### src/rtl/instr_fetch_unit_if.sv
// Fetch-unit bus bundle: the instruction-memory request/response channel,
// the decode-side handshake and the execute redirect.
// master = the fetch unit, slave = its environment (memory, decode, execute).
interface instr_fetch_unit_if;
    logic        imem_req_valid;
    logic        imem_req_ready;
    logic [31:0] imem_req_addr;
    logic        imem_resp_valid;
    logic [31:0] imem_resp_data;
    logic        stall_d;
    logic        redirect;
    logic [31:0] redirect_pc;
    logic        fetch_valid;
    logic [31:0] fetch_instr;
    logic [31:0] fetch_pc;
    logic [31:0] fetch_pc_plus4;

    modport master (
        output imem_req_valid, imem_req_addr,
        output fetch_valid, fetch_instr, fetch_pc, fetch_pc_plus4,
        input  imem_req_ready, imem_resp_valid, imem_resp_data,
        input  stall_d, redirect, redirect_pc
    );

    modport slave (
        input  imem_req_valid, imem_req_addr,
        input  fetch_valid, fetch_instr, fetch_pc, fetch_pc_plus4,
        output imem_req_ready, imem_resp_valid, imem_resp_data,
        output stall_d, redirect, redirect_pc
    );
endinterface

### src/rtl/instr_fetch_unit.sv
// Instruction fetch stage: owns the PC, issues in-order credit-limited requests
// to variable-latency instruction memory, buffers responses in a small FIFO and
// hands {instr, pc, pc+4} to decode. Redirects flush the FIFO and discard the
// responses still in flight.
// Optional perf counters are compiled in when IFETCH_PERF_EN is defined.
module instr_fetch_unit #(
    parameter logic [31:0] RESET_PC  = 32'h0000_0000,
    parameter int          BUF_DEPTH = 2,
    parameter int          CNT_W     = 32
) (
    input  logic                  clk,
    input  logic                  rst,
    instr_fetch_unit_if.master    bus
`ifdef IFETCH_PERF_EN
    ,
    output logic [CNT_W-1:0]      perf_fetched,
    output logic [CNT_W-1:0]      perf_dropped,
    output logic [CNT_W-1:0]      perf_stall
`endif
);
    localparam int PTR_W    = (BUF_DEPTH > 1) ? $clog2(BUF_DEPTH) : 1;
    localparam int CNT_BITS = $clog2(BUF_DEPTH + 1);

    // PC, credit bookkeeping and FIFO / PC-queue pointers
    logic [31:0]         pc_reg;
    logic [CNT_BITS-1:0] out_cnt_reg;
    logic [CNT_BITS-1:0] drop_cnt_reg;
    logic [CNT_BITS-1:0] fifo_cnt_reg;
    logic [PTR_W-1:0]    fifo_wr_reg;
    logic [PTR_W-1:0]    fifo_rd_reg;
    logic [PTR_W-1:0]    pcq_wr_reg;
    logic [PTR_W-1:0]    pcq_rd_reg;

    // Storage is not reset: validity is tracked purely by the counters.
    logic [31:0] fifo_instr_mem [BUF_DEPTH];
    logic [31:0] fifo_pc_mem    [BUF_DEPTH];
    logic [31:0] pcq_mem        [BUF_DEPTH];

    logic [CNT_BITS:0] in_use;
    logic              credit_ok;
    logic              req_valid;
    logic              req_fire;
    logic              resp_fire;
    logic              resp_drop;
    logic              push;
    logic              pop;
    logic              fifo_empty;

    function automatic logic [PTR_W-1:0] ptr_inc(input logic [PTR_W-1:0] p);
        return (p == PTR_W'(BUF_DEPTH - 1)) ? '0 : p + PTR_W'(1);
    endfunction

    // Handshake decode: credit check, response accept/drop, FIFO push/pop
    always_comb begin
        in_use     = {1'b0, out_cnt_reg} + {1'b0, fifo_cnt_reg};
        credit_ok  = in_use < (CNT_BITS + 1)'(BUF_DEPTH);
        fifo_empty = (fifo_cnt_reg == '0);
        // Gated by rst so the request line reads 0 while reset is held.
        req_valid  = rst && !bus.redirect && (drop_cnt_reg == '0) && credit_ok;
        req_fire   = req_valid && bus.imem_req_ready;
        // A response with nothing outstanding is a protocol error; ignore it.
        resp_fire  = bus.imem_resp_valid && (out_cnt_reg != '0);
        resp_drop  = resp_fire && ((drop_cnt_reg != '0) || bus.redirect);
        push       = resp_fire && !resp_drop;
        pop        = !fifo_empty && !bus.stall_d && !bus.redirect;
    end

    // Output presentation straight from the FIFO head, zero when empty
    always_comb begin
        bus.imem_req_valid = req_valid;
        bus.imem_req_addr  = pc_reg;
        bus.fetch_valid    = !fifo_empty;
        bus.fetch_instr    = fifo_empty ? 32'h0 : fifo_instr_mem[fifo_rd_reg];
        bus.fetch_pc       = fifo_empty ? 32'h0 : fifo_pc_mem[fifo_rd_reg];
        bus.fetch_pc_plus4 = fifo_empty ? 32'h0 : fifo_pc_mem[fifo_rd_reg] + 32'd4;
    end

    // Control state: PC, outstanding/drop credits, FIFO and PC-queue pointers
    always_ff @(posedge clk or negedge rst) begin
        if (!rst) begin
            pc_reg       <= RESET_PC;
            out_cnt_reg  <= '0;
            drop_cnt_reg <= '0;
            fifo_cnt_reg <= '0;
            fifo_wr_reg  <= '0;
            fifo_rd_reg  <= '0;
            pcq_wr_reg   <= '0;
            pcq_rd_reg   <= '0;
        end else begin
            // The PC queue tracks every in-flight request, stale or not, so it
            // advances on every response even across a redirect.
            out_cnt_reg <= out_cnt_reg + CNT_BITS'(req_fire) - CNT_BITS'(resp_fire);
            if (req_fire) begin
                pcq_wr_reg <= ptr_inc(pcq_wr_reg);
            end
            if (resp_fire) begin
                pcq_rd_reg <= ptr_inc(pcq_rd_reg);
            end

            if (bus.redirect) begin
                pc_reg       <= {bus.redirect_pc[31:2], 2'b00};
                fifo_cnt_reg <= '0;
                fifo_wr_reg  <= '0;
                fifo_rd_reg  <= '0;
                // Everything still outstanding after this cycle is stale.
                drop_cnt_reg <= out_cnt_reg - CNT_BITS'(resp_fire);
            end else begin
                if (req_fire) begin
                    pc_reg <= pc_reg + 32'd4;
                end
                if (resp_drop) begin
                    drop_cnt_reg <= drop_cnt_reg - CNT_BITS'(1);
                end
                if (push) begin
                    fifo_wr_reg <= ptr_inc(fifo_wr_reg);
                end
                if (pop) begin
                    fifo_rd_reg <= ptr_inc(fifo_rd_reg);
                end
                if (push && !pop) begin
                    fifo_cnt_reg <= fifo_cnt_reg + CNT_BITS'(1);
                end else if (pop && !push) begin
                    fifo_cnt_reg <= fifo_cnt_reg - CNT_BITS'(1);
                end
            end
        end
    end

    // Data storage writes: request PCs into the PC queue, responses into the FIFO
    always_ff @(posedge clk) begin
        if (req_fire) begin
            pcq_mem[pcq_wr_reg] <= pc_reg;
        end
        if (push) begin
            fifo_instr_mem[fifo_wr_reg] <= bus.imem_resp_data;
            fifo_pc_mem[fifo_wr_reg]    <= pcq_mem[pcq_rd_reg];
        end
    end

`ifdef IFETCH_PERF_EN
    // Free-running wrap-around perf counters
    always_ff @(posedge clk or negedge rst) begin
        if (!rst) begin
            perf_fetched <= '0;
            perf_dropped <= '0;
            perf_stall   <= '0;
        end else begin
            if (pop) begin
                perf_fetched <= perf_fetched + CNT_W'(1);
            end
            if (resp_drop) begin
                perf_dropped <= perf_dropped + CNT_W'(1);
            end
            if (fifo_empty && !bus.redirect) begin
                perf_stall <= perf_stall + CNT_W'(1);
            end
        end
    end
`endif
endmodule

### src/flat_wrapper.sv
// flat-port wrapper written by rule: the top's interface ports become plain ports
module instr_fetch_unit_flat 
#(
    parameter logic [31:0] RESET_PC  = 32'h0000_0000,
    parameter int          BUF_DEPTH = 2,
    parameter int          CNT_W     = 32
)
  (clk, rst, bus_imem_req_valid, bus_imem_req_addr, bus_fetch_valid, bus_fetch_instr, bus_fetch_pc, bus_fetch_pc_plus4, bus_imem_req_ready, bus_imem_resp_valid, bus_imem_resp_data, bus_stall_d, bus_redirect, bus_redirect_pc);
  instr_fetch_unit_if bus_i ();
  input  logic clk;
  input  logic rst;
  output wire logic [$bits(bus_i.imem_req_valid)-1:0] bus_imem_req_valid;
  output wire logic [$bits(bus_i.imem_req_addr)-1:0] bus_imem_req_addr;
  output wire logic [$bits(bus_i.fetch_valid)-1:0] bus_fetch_valid;
  output wire logic [$bits(bus_i.fetch_instr)-1:0] bus_fetch_instr;
  output wire logic [$bits(bus_i.fetch_pc)-1:0] bus_fetch_pc;
  output wire logic [$bits(bus_i.fetch_pc_plus4)-1:0] bus_fetch_pc_plus4;
  input wire logic [$bits(bus_i.imem_req_ready)-1:0] bus_imem_req_ready;
  input wire logic [$bits(bus_i.imem_resp_valid)-1:0] bus_imem_resp_valid;
  input wire logic [$bits(bus_i.imem_resp_data)-1:0] bus_imem_resp_data;
  input wire logic [$bits(bus_i.stall_d)-1:0] bus_stall_d;
  input wire logic [$bits(bus_i.redirect)-1:0] bus_redirect;
  input wire logic [$bits(bus_i.redirect_pc)-1:0] bus_redirect_pc;
  assign bus_imem_req_valid = bus_i.imem_req_valid;
  assign bus_imem_req_addr = bus_i.imem_req_addr;
  assign bus_fetch_valid = bus_i.fetch_valid;
  assign bus_fetch_instr = bus_i.fetch_instr;
  assign bus_fetch_pc = bus_i.fetch_pc;
  assign bus_fetch_pc_plus4 = bus_i.fetch_pc_plus4;
  assign bus_i.imem_req_ready = bus_imem_req_ready;
  assign bus_i.imem_resp_valid = bus_imem_resp_valid;
  assign bus_i.imem_resp_data = bus_imem_resp_data;
  assign bus_i.stall_d = bus_stall_d;
  assign bus_i.redirect = bus_redirect;
  assign bus_i.redirect_pc = bus_redirect_pc;
  instr_fetch_unit #(.RESET_PC(RESET_PC), .BUF_DEPTH(BUF_DEPTH), .CNT_W(CNT_W)) u_core (.clk(clk), .rst(rst), .bus(bus_i));
endmodule
### config.mk
export PLATFORM = sky130hd
export DESIGN_NAME = instr_fetch_unit_flat
export DESIGN_NICKNAME = d
export VERILOG_FILES = /design/src/rtl/instr_fetch_unit_if.sv /design/src/rtl/instr_fetch_unit.sv /design/src/flat_wrapper.sv
export SDC_FILE = /design/constraint.sdc
export NUM_CORES = 1
export LEC_CHECK = 0
export CORE_ASPECT_RATIO = 0.6
export CORE_MARGIN = 2
export CORE_UTILIZATION = 52
export DETAILED_ROUTE_END_ITERATION = 16
export GPL_ROUTABILITY_DRIVEN = 0
export PLACE_DENSITY = 0.86
export SLEW_MARGIN = 10
export SYNTH_ARGS = -nofsm -noshare
export SYNTH_HDL_FRONTEND = slang
export SYNTH_SLANG_ARGS = --single-unit
### constraint.sdc
create_clock -name clk -period 7.3 [get_ports clk]
set_input_delay 2.19 -clock clk [delete_from_list [all_inputs] [get_ports clk]]
set_output_delay 2.19 -clock clk [all_outputs]
set_load 0.01 [all_outputs]
**After elaboration in Yosys (flattened, before gate mapping)**

Memory sizes are Yosys's and may differ from the RTL's.
Index checks and enable logic that the tools add are counted.

- Register bits after elaboration: 42
- Memory bits (writable): 192
- Input bits: 70
- Output and inout port bits: 130
- Word-level logic and storage cells: 74
- Memories kept: 3

- Add/subtract/negate cells: 13
- Order comparisons: 1
- Muxes and demuxes: 22
- Reductions and logical operators: 27

Memories:

| memory | depth | width | rd ports | clocked after Yosys merged registers in | wr ports | RTL line | text |
|---|---|---|---|---|---|---|---|
| u_core.fifo_instr_mem | 2 | 32 | 1 | 0 | 1 | instr_fetch_unit.sv:35 | `logic [31:0] fifo_instr_mem [BUF_DEPTH];` |
| u_core.fifo_pc_mem | 2 | 32 | 1 | 0 | 1 | instr_fetch_unit.sv:36 | `logic [31:0] fifo_pc_mem [BUF_DEPTH];` |
| u_core.pcq_mem | 2 | 32 | 1 | 0 | 1 | instr_fetch_unit.sv:37 | `logic [31:0] pcq_mem [BUF_DEPTH];` |

Operators by type and width:

| kind | number |
|---|---|
| 32-bit two-way mux | 5 |
| 32-bit by 3-bit adder with 32-bit output, second input constant | 2 |
| 1-bit two-way mux | 12 |
| 2-bit nonzero test | 6 |
| 1-bit logical AND | 11 |
| 2-bit two-way mux | 5 |
| 1-bit zero test | 6 |
| 1-bit adder, second input constant | 4 |
| 2-bit zero test | 2 |
| 2-bit by 1-bit subtractor with 2-bit output | 2 |
| 2-bit by 1-bit subtractor with 2-bit output, second input constant | 2 |
| 2-bit by 2-bit adder with 3-bit output | 1 |
| 3-bit by 2-bit less-than comparator with 1-bit output, second input constant | 1 |
| 3-bit nonzero test | 1 |
| 2-bit by 1-bit adder with 2-bit output | 1 |
| 2-bit by 1-bit adder with 2-bit output, second input constant | 1 |
| 1-bit logical OR | 1 |

**Logic depth before layout (Yosys ltp)**

Gate-level depths: netlist (run 1).

- Word-level depth: 10
- Depth in mapped cells: 10
- Mapped depth without buffers: 8

**Least setup slack after synthesis (run 1)**

Ideal clock, no wire load.

- Path kind: input port to flip-flop
- Start: input port bus_imem_resp_valid
- End: memory u_core.fifo_instr_mem[1][0] (enable)
- Arrival time: 7,158 ps
- Data required time: 6,729 ps
- Setup slack: -429 ps
- Cell stages on the path: 4
- Path buffers: 0
- Cells stage by stage: o21ai_0 inv_1 nand2_1 nor3b_1

- Longest elaborated chain between the ends: 6

RTL lines:

| element | RTL line | text |
|---|---|---|
| start, declared | flat_wrapper.sv:19 | `input wire logic [$bits(bus_i.imem_resp_valid)-1:0] bus_imem_resp_valid;` |
| 1-bit logical AND (*) | instr_fetch_unit.sv:62 | `resp_fire = bus.imem_resp_valid && (out_cnt_reg != '0);` |
| named net u_core.resp_fire | instr_fetch_unit.sv:43 | `logic resp_fire;` |
| 1-bit logical AND | instr_fetch_unit.sv:63 | `resp_drop = resp_fire && ((drop_cnt_reg != '0) \|\| bus.redirect);` |
| 1-bit zero test | instr_fetch_unit.sv:64 | `push = resp_fire && !resp_drop;` |
| 1-bit logical AND (*) | instr_fetch_unit.sv:64 |  |
| 1-bit two-way mux (*) | instr_fetch_unit.sv:134 | `if (push) begin` |
| 1-bit two-way mux (implied by the code) (*) | instr_fetch_unit.sv:135 | `fifo_instr_mem[fifo_wr_reg] <= bus.imem_resp_data;` |
| end, declared | instr_fetch_unit.sv:35 |  |

The timed path passes the listed nets; every way through them passes the cells marked *.

**Worst setup path after layout (run 1)**

- Start: register u_core.fifo_rd_reg
- End: output port bus_fetch_pc_plus4[22]

- Longest elaborated chain between the ends: 3

RTL lines:

| element | RTL line | text |
|---|---|---|
| start, declared | instr_fetch_unit.sv:30 | `logic [PTR_W-1:0] fifo_rd_reg;` |
| start signal, assigned | instr_fetch_unit.sv:118 | `fifo_rd_reg <= ptr_inc(fifo_rd_reg);` |
| memory read 2 x 32 bit | -- |  |
| 32-bit by 3-bit adder with 32-bit output | instr_fetch_unit.sv:75 | `bus.fetch_pc_plus4 = fifo_empty ? 32'h0 : fifo_pc_mem[fifo_rd_reg] + 32'd4;` |
| 32-bit two-way mux | instr_fetch_unit.sv:75 |  |
| end, declared | flat_wrapper.sv:17 | `output wire logic [$bits(bus_i.fetch_pc_plus4)-1:0] bus_fetch_pc_plus4;` |

No other way between the ends.

==> impl_metrics.ini, run 1 <==
[finish]
insertedDiodeCount = 0
post_layout_net_count = 1062
layout_cells_sized_above_1_pct = 10.2
layout_overhead_on_the_synthesized_area_pct = 29.0
flip_flop_count_of_the_largest_register_all_copies_and_words_added = 64
reg.largest.list = u_core.fifo_instr_mem: 64 flops, u_core.fifo_pc_mem: 60 flops, u_core.pcq_mem: 60 flops
registers.top_by_ff_count = u_core.fifo_instr_mem
layout.cells.non_filler = 1267
final_cell_mix = 190 x sky130_fd_sc_hd__clkdlybuf4s50_1, 184 x sky130_fd_sc_hd__edfxtp_1, 94 x sky130_fd_sc_hd__nor2_1
layout_commonest_cell = sky130_fd_sc_hd__clkdlybuf4s50_1

[grt]
grt_first_pass_wirelength_mm = 37.4
total_global_routing_overflow = 0
grt_pass1_vias = 6741
grtUsageTotal_pct = 23.4
grt_start_max_net_pins = 81
number_of_antenna_violations_at_the_first_check_in_global_routing = 1

[sta]
worst_pin_slew_ps = 1240
setup-tns-final_ps = 0
slew_violations = 0
rsz0062_at_grt = no
max-slew-margin-rel_pct = 17.2
achievable_clock_frequency_mhz = 158
post-route-min-period_ps = 6330
setup-violations-final = 0
final_hold_violation_count = 0
worst_clock_skew_ps = 16.7
post-route-period-util_pct = 86.7

[synthesis]
ys_dominant_reg_cell = sky130_fd_sc_hd__edfxtp_1
yosysUniqueCellTypes = 65
synth_seq_area_share_pct = 63.9
netlist_area_pre_place_um2 = 10200
postSynthRegisterBits = 224
post_syn_area_per_cell_um2 = 12.9
synth-edff-count = 184
async_reset_ff_share_pct = 17.9
synth_warnings = 0
syn-instance-count = 793

[cts]
ctsRootBufferMaster = sky130_fd_sc_hd__clkbuf_16
cts_bufs_inserted = 21
cts_setup_buffers = 0
cts_hold_repair.buffers = 0
cts_tree = yes
clkSlewWorstSetupHoldPaths_ps = 70
clock_sinks = 224
cts_htree_levels = 1
clock_latency_ps = 490
clock_tree.buffer_depth = 3
post_cts_resized = 0

[worst_setup_path]
required_ps = 5110
crit_fanout = 47
start_kind = flip-flop
worst-setup-path-type = reg2out
critical_path.endpoint_type = output pin
cp.arrival_ps = 4140
worst-r2r-cell-count = 9

[route]
route.final.wire_length_mm = 24.7
dr_total_vias = 7316
drtIter0Drc = 732
drt-wirelength-per-cell_um = 19.5
viasPerCell = 5.77
antenna_violating_nets_post_route = 0
drtPass1Iterations = 5
number_of_remaining_drc_errors = 0

[floorplan]
floorplan.initialDensity_pct = 53.4
die_area_um2 = 20800
die_width_um = 185
dieHeight_um = 113
core_area_um2 = 19100
pin_count = 200
rows = 39

[place]
place_hpwl_mm = 17.4
port_buffers = 191
placedCellCount = 1229

[pwr]
power_density_normalized_to_cell_area_nw_per_um2 = 274
max_ir_drop_vdd_uv = 162
power.leakage_nw = 4.42

[run]
max-cap-violations = 0

[outcome]
status = finished, final reports clean

[min_path]
hold_class = reg2reg
hold-path-cell-count = 1
==> cell type report <==
class	instances	area, um2
flip-flops and latches	224	6530
fillers	1349	5960
multi-input cells	518	3480
repair buffers	207	2030
clock buffers	29	617
well taps	266	333
clock inverters	9	130
inverters	14	52.6
==> path summary, 6_finish.rpt <==
check / start / to / slack (ps)
max: u_core.fifo_rd_reg$_DFFE_PN0P_ / bus_fetch_pc_plus4[22] / 970
min: u_core.pcq_wr_reg$_DFFE_PN0P_ / u_core.pcq_wr_reg$_DFFE_PN0P_ / 530
max reg2reg: u_core.fifo_cnt_reg[0]$_DFFE_PN0P_ / u_core.bus.imem_req_addr[7]$_DFFE_PN0P_ / 3570
min reg2reg: u_core.pcq_wr_reg$_DFFE_PN0P_ / u_core.pcq_wr_reg$_DFFE_PN0P_ / 530
max in group asynchronous: rst / u_core.fifo_rd_reg$_DFFE_PN0P_ / 5090
min in group asynchronous: rst / u_core.bus.imem_req_addr[9]$_DFFE_PN0P_ / 1800
==> worst max-delay path: stages, from the launching register on <==
cell and delay (ps):
sky130_fd_sc_hd__dfrtp_4 880, sky130_fd_sc_hd__buf_4 430, sky130_fd_sc_hd__nand4_2 190, sky130_fd_sc_hd__a211oi_2 390, sky130_fd_sc_hd__nand3_2 290, sky130_fd_sc_hd__nor4b_1 510, sky130_fd_sc_hd__mux2_2 400, sky130_fd_sc_hd__clkdlybuf4s50_1 520
==> where the power goes <==
part           internal [W]  switching [W]  leakage, nW
Clock              0.000701       0.000451        0.365
Sequential          0.00153       0.000119         2.15
Combinational      0.000392       0.000414         1.90
Total               0.00262       0.000984         4.42
==> synth_stat cells, drive strengths merged, types with 2 or more instances <==
cell type	n	area, um2
edfxtp	184	5530
nor2	96	360
mux2i	58	581
nand2	56	210
nand3	42	215
dfrtp	40	1000
mux2	38	428
o21ai	37	185
nand4	28	181
buf	25	140
clkbuf	17	63.8
xnor2	17	149
inv	14	52.6
nor3	13	70.1
a21oi	12	60.1
and2	12	75.1
xor2	11	96.3
a221o	7	70.1
a22oi	7	52.6
nand3b	6	57.6
nand4b	6	52.6
ha	5	62.6
nor2b	5	31.3
o211ai	5	37.5
o311ai	5	43.8
o31ai	4	30.0
a222oi	3	30.0
a31oi	3	18.8
and3	3	18.8
or4	3	22.5
a2111oi	2	36.3
a211oi	2	20.0
a21boi	2	15.0
a21o	2	15.0
nand2b	2	12.5
nor3b	2	15.0
nor4	2	27.5
nor4b	2	17.5
==> stage by stage <==
step                cell area, um2  total power, W  hold WS [ps]  setup slack [ps]  util [%]
finish                       13200         0.00361           530               969      68.9
CTS                          13200         0.00363           540              1010      68.9
floorplan                    10200         0.00209           460              1760         -
global placement             12400         0.00244           492              1490      65.0
global route                 13200         0.00376           549               768      68.9
detailed placement           12400         0.00247           531              1420      65.0
==> routing by layer <==
| metal | part of all wire [%] | vias to the layer above | wire length, um | global-route usage [%] |
|---|---|---|---|---|
| li1 | - | 3359 | - | - |
| met1 | 47 | 3496 | 11700 | 38.3 |
| met2 | 41 | 429 | 10000 | 32.5 |
| met3 | 11 | 30 | 2640 | 5.13 |
| met4 | 1.2 | 2 | 286 | 3.54 |
| met5 | 0.053 | - | 13 | 0 |
==> kinds of logic after synthesis <==
logic type | count (synthesis) | share of synthesized area, %
adder cells (fa/ha/maj) | 6 | 0.808
other | 1 | 0.0367
multiplexers | 96 | 9.87
XOR/XNOR | 28 | 2.40
AO/OA/AOI/OAI | 100 | 6.79
flip-flops | 224 | 63.9
AND/OR/NAND/NOR | 282 | 13.7
buffers and inverters | 56 | 2.51
(Power assumes the default switching activity.)
==> run 2: changes to the inputs <==
--- a/config.mk
+++ b/config.mk
@@ -10,7 +10,7 @@
 export CORE_UTILIZATION = 52
 export DETAILED_ROUTE_END_ITERATION = 16
 export GPL_ROUTABILITY_DRIVEN = 0
-export PLACE_DENSITY = 0.86
+export PLACE_DENSITY_LB_ADDON = 0.25
 export SLEW_MARGIN = 10
 export SYNTH_ARGS = -nofsm -noshare
 export SYNTH_HDL_FRONTEND = slang
==> impl_metrics.ini, run 2 (synthesis results as in run 1) <==
[worst_setup_path]
cp.arrival_ps = 4000
start_kind = flip-flop
max_stage_delay_ps = 940
timing.critical_path.cells = mux2_2 > ha_1 > inv_1 > a211oi_2 > nand3_2 > nor4b_1 > mux2_2 > clkdlybuf4s50_1
worst_path_max_delay_cell = sky130_fd_sc_hd__dfrtp_4
crit_fanout = 67
path_buf_inv = 2
cp_num_cells = 8
crit_top_cell = sky130_fd_sc_hd__mux2_2
critical_path.top_delay_family = flip-flops
required_ps = 5110
worst-setup-path-type = reg2out
critical_path.endpoint_type = output pin
reg2reg_slack_ps = 4060
worst-r2r-cell-count = 10

[cts]
clock_tree.buffer_depth = 3
clock_latency_ps = 490
cts_tree = yes
cts_hold_repair.buffers = 0
cts_bufs_inserted = 21
post_cts_resized = 0
clock_sinks = 224
ctsRootBufferMaster = sky130_fd_sc_hd__clkbuf_16
cts_setup_buffers = 0
cts_htree_levels = 1
clkSlewWorstSetupHoldPaths_ps = 60

[sta]
achievable_clock_frequency_mhz = 162
post-route-period-util_pct = 84.7
setup-violations-final = 0
slew_violations = 0
setup-tns-final_ps = 0
worst_clock_skew_ps = 9.53
max-slew-margin-rel_pct = 39.8
worst_pin_slew_ps = 902
rsz0062_at_grt = no
final_hold_violation_count = 0
post-route-min-period_ps = 6190

[pwr]
p_sw_share_pct = 27.3
max_ir_drop_vdd_uv = 165
intPower_w = 0.00257
overall_power_w = 0.00354
power_density_normalized_to_cell_area_nw_per_um2 = 270
seq_power_share_pct = 46.2
power.leakage_nw = 4.38
clock_power_share_pct = 31.2
power_switching_w = 0.000966
combinationalPowerShare_pct = 22.5

[floorplan]
core_area_um2 = 19100
floorplan.initialDensity_pct = 53.4
pin_count = 200
die_width_um = 185
die_area_um2 = 20800
dieHeight_um = 113
rows = 39

[outcome]
status = finished, final reports clean

[route]
viasPerCell = 5.70
antenna_violating_nets_post_route = 0
dr_total_vias = 7213
drtIter0Drc = 617
route.final.wire_length_mm = 23.7
drtPass1Iterations = 5
number_of_remaining_drc_errors = 0
drt-wirelength-per-cell_um = 18.7

[finish]
reg.largest.list = u_core.fifo_instr_mem: 64 flops, u_core.fifo_pc_mem: 60 flops, u_core.pcq_mem: 60 flops
final_area_um2 = 13100
layout_overhead_on_the_synthesized_area_pct = 28.3
layout_cells_sized_above_1_pct = 9.81
registers.top_by_ff_count = u_core.fifo_instr_mem
seq_area_um2 = 6530
layout_commonest_cell = sky130_fd_sc_hd__clkdlybuf4s50_1
final_cell_mix = 189 x sky130_fd_sc_hd__clkdlybuf4s50_1, 184 x sky130_fd_sc_hd__edfxtp_1, 93 x sky130_fd_sc_hd__nor2_1
post_layout_net_count = 1061
flip_flop_count_of_the_largest_register_all_copies_and_words_added = 64
n_fill_cell = 1431
insertedDiodeCount = 0
area_of_combinational_cells_with_multiple_inputs_um2 = 3490

[place]
place_hpwl_mm = 16.4
detailed_place.area_um2 = 12400
port_buffers = 191

[grt]
total_global_routing_overflow = 0
grt_start_max_net_pins = 68
grt_pass1_vias = 6857
number_of_antenna_violations_at_the_first_check_in_global_routing = 0
grt_first_pass_wirelength_mm = 37.4
grtUsageTotal_pct = 23.0

[run]
max-cap-violations = 0

[min_path]
hold_class = reg2reg
hold-path-cell-count = 1
run 2: changes by cell type in the layout (fill, tap and decap cells not counted):
cell	change
sky130_fd_sc_hd__clkbuf_16	-1
sky130_fd_sc_hd__inv_4	-1
sky130_fd_sc_hd__clkbuf_1	+4
sky130_fd_sc_hd__clkbuf_8	-3
sky130_fd_sc_hd__nor2_4	+1
sky130_fd_sc_hd__buf_2	+1
sky130_fd_sc_hd__nor2_1	-1
sky130_fd_sc_hd__clkdlybuf4s50_1	-1
sky130_fd_sc_hd__inv_6	-1
sky130_fd_sc_hd__buf_4	-1
sky130_fd_sc_hd__clkinv_2	+1
run 2: power groups by stage:
| stage | clock network, W | logic [W] | registers [W] |
|---|---|---|---|
| after CTS | 0.00112 | 0.000804 | 0.00163 |
| after global routing | 0.00118 | 0.000868 | 0.00165 |
| after floorplan | 0 | 0.000464 | 0.00163 |
| after global placement | 0 | 0.000788 | 0.00166 |
| final | 0.00110 | 0.000797 | 0.00164 |
| after detailed placement | 0 | 0.000799 | 0.00166 |
run 2: cell type report:
class	count	share of cell area (%)
clock inverter	8	0.916
tap	266	2.54
sequential	224	49.8
timing repair buffer	206	15.4
inverter	14	0.401
multi-input combinational	518	26.6
clock buffer	29	4.32
run 2: through the flow:
step | hold slack (ps) | util, % | cells | worst slack, ps
floorplan | 460 | - | 798 | 1760
global placement | 525 | 64.9 | 1228 | 1720
detailed placement | 533 | 64.9 | 1228 | 1680
CTS | 544 | 68.5 | 1265 | 1120
global route | 571 | 68.5 | 1265 | 928
finish | 543 | 68.5 | 1265 | 1110
run 2: worst register-to-register path, stage by stage, from the launching register on:
cell and delay (ps):
sky130_fd_sc_hd__dfrtp_1 460, sky130_fd_sc_hd__and2_1 200, sky130_fd_sc_hd__fa_1 440, sky130_fd_sc_hd__nor4b_1 380, sky130_fd_sc_hd__nand3_1 120, sky130_fd_sc_hd__buf_4 260
sky130_fd_sc_hd__inv_1 130, sky130_fd_sc_hd__buf_4 290, sky130_fd_sc_hd__nand4_1 280, sky130_fd_sc_hd__or4b_1 530, sky130_fd_sc_hd__nand3_1 90
run 2: final timing paths:
| kind | startpoint | to |
|---|---|---|
| max | u_core.fifo_rd_reg$_DFFE_PN0P_ | bus_fetch_pc_plus4[22] |
| min | u_core.pcq_wr_reg$_DFFE_PN0P_ | u_core.pcq_wr_reg$_DFFE_PN0P_ |
| max reg2reg | u_core.fifo_cnt_reg[0]$_DFFE_PN0P_ | u_core.bus.imem_req_addr[25]$_DFFE_PN0P_ |
| min reg2reg | u_core.pcq_wr_reg$_DFFE_PN0P_ | u_core.pcq_wr_reg$_DFFE_PN0P_ |
| max in group asynchronous | rst | u_core.fifo_rd_reg$_DFFE_PN0P_ |
| min in group asynchronous | rst | u_core.bus.imem_req_addr[30]$_DFFE_PN0P_ |
run 2: per-layer routing:
metal	global-route usage, %	routed length (um)	part of all wire [%]	up-vias
met2	36.5	10800	46	283
li1	-	-	-	3355
met3	3.37	1530	6.4	37
met5	0	0	0	-
met1	34.1	10900	46	3538
met4	4.97	452	1.9	0
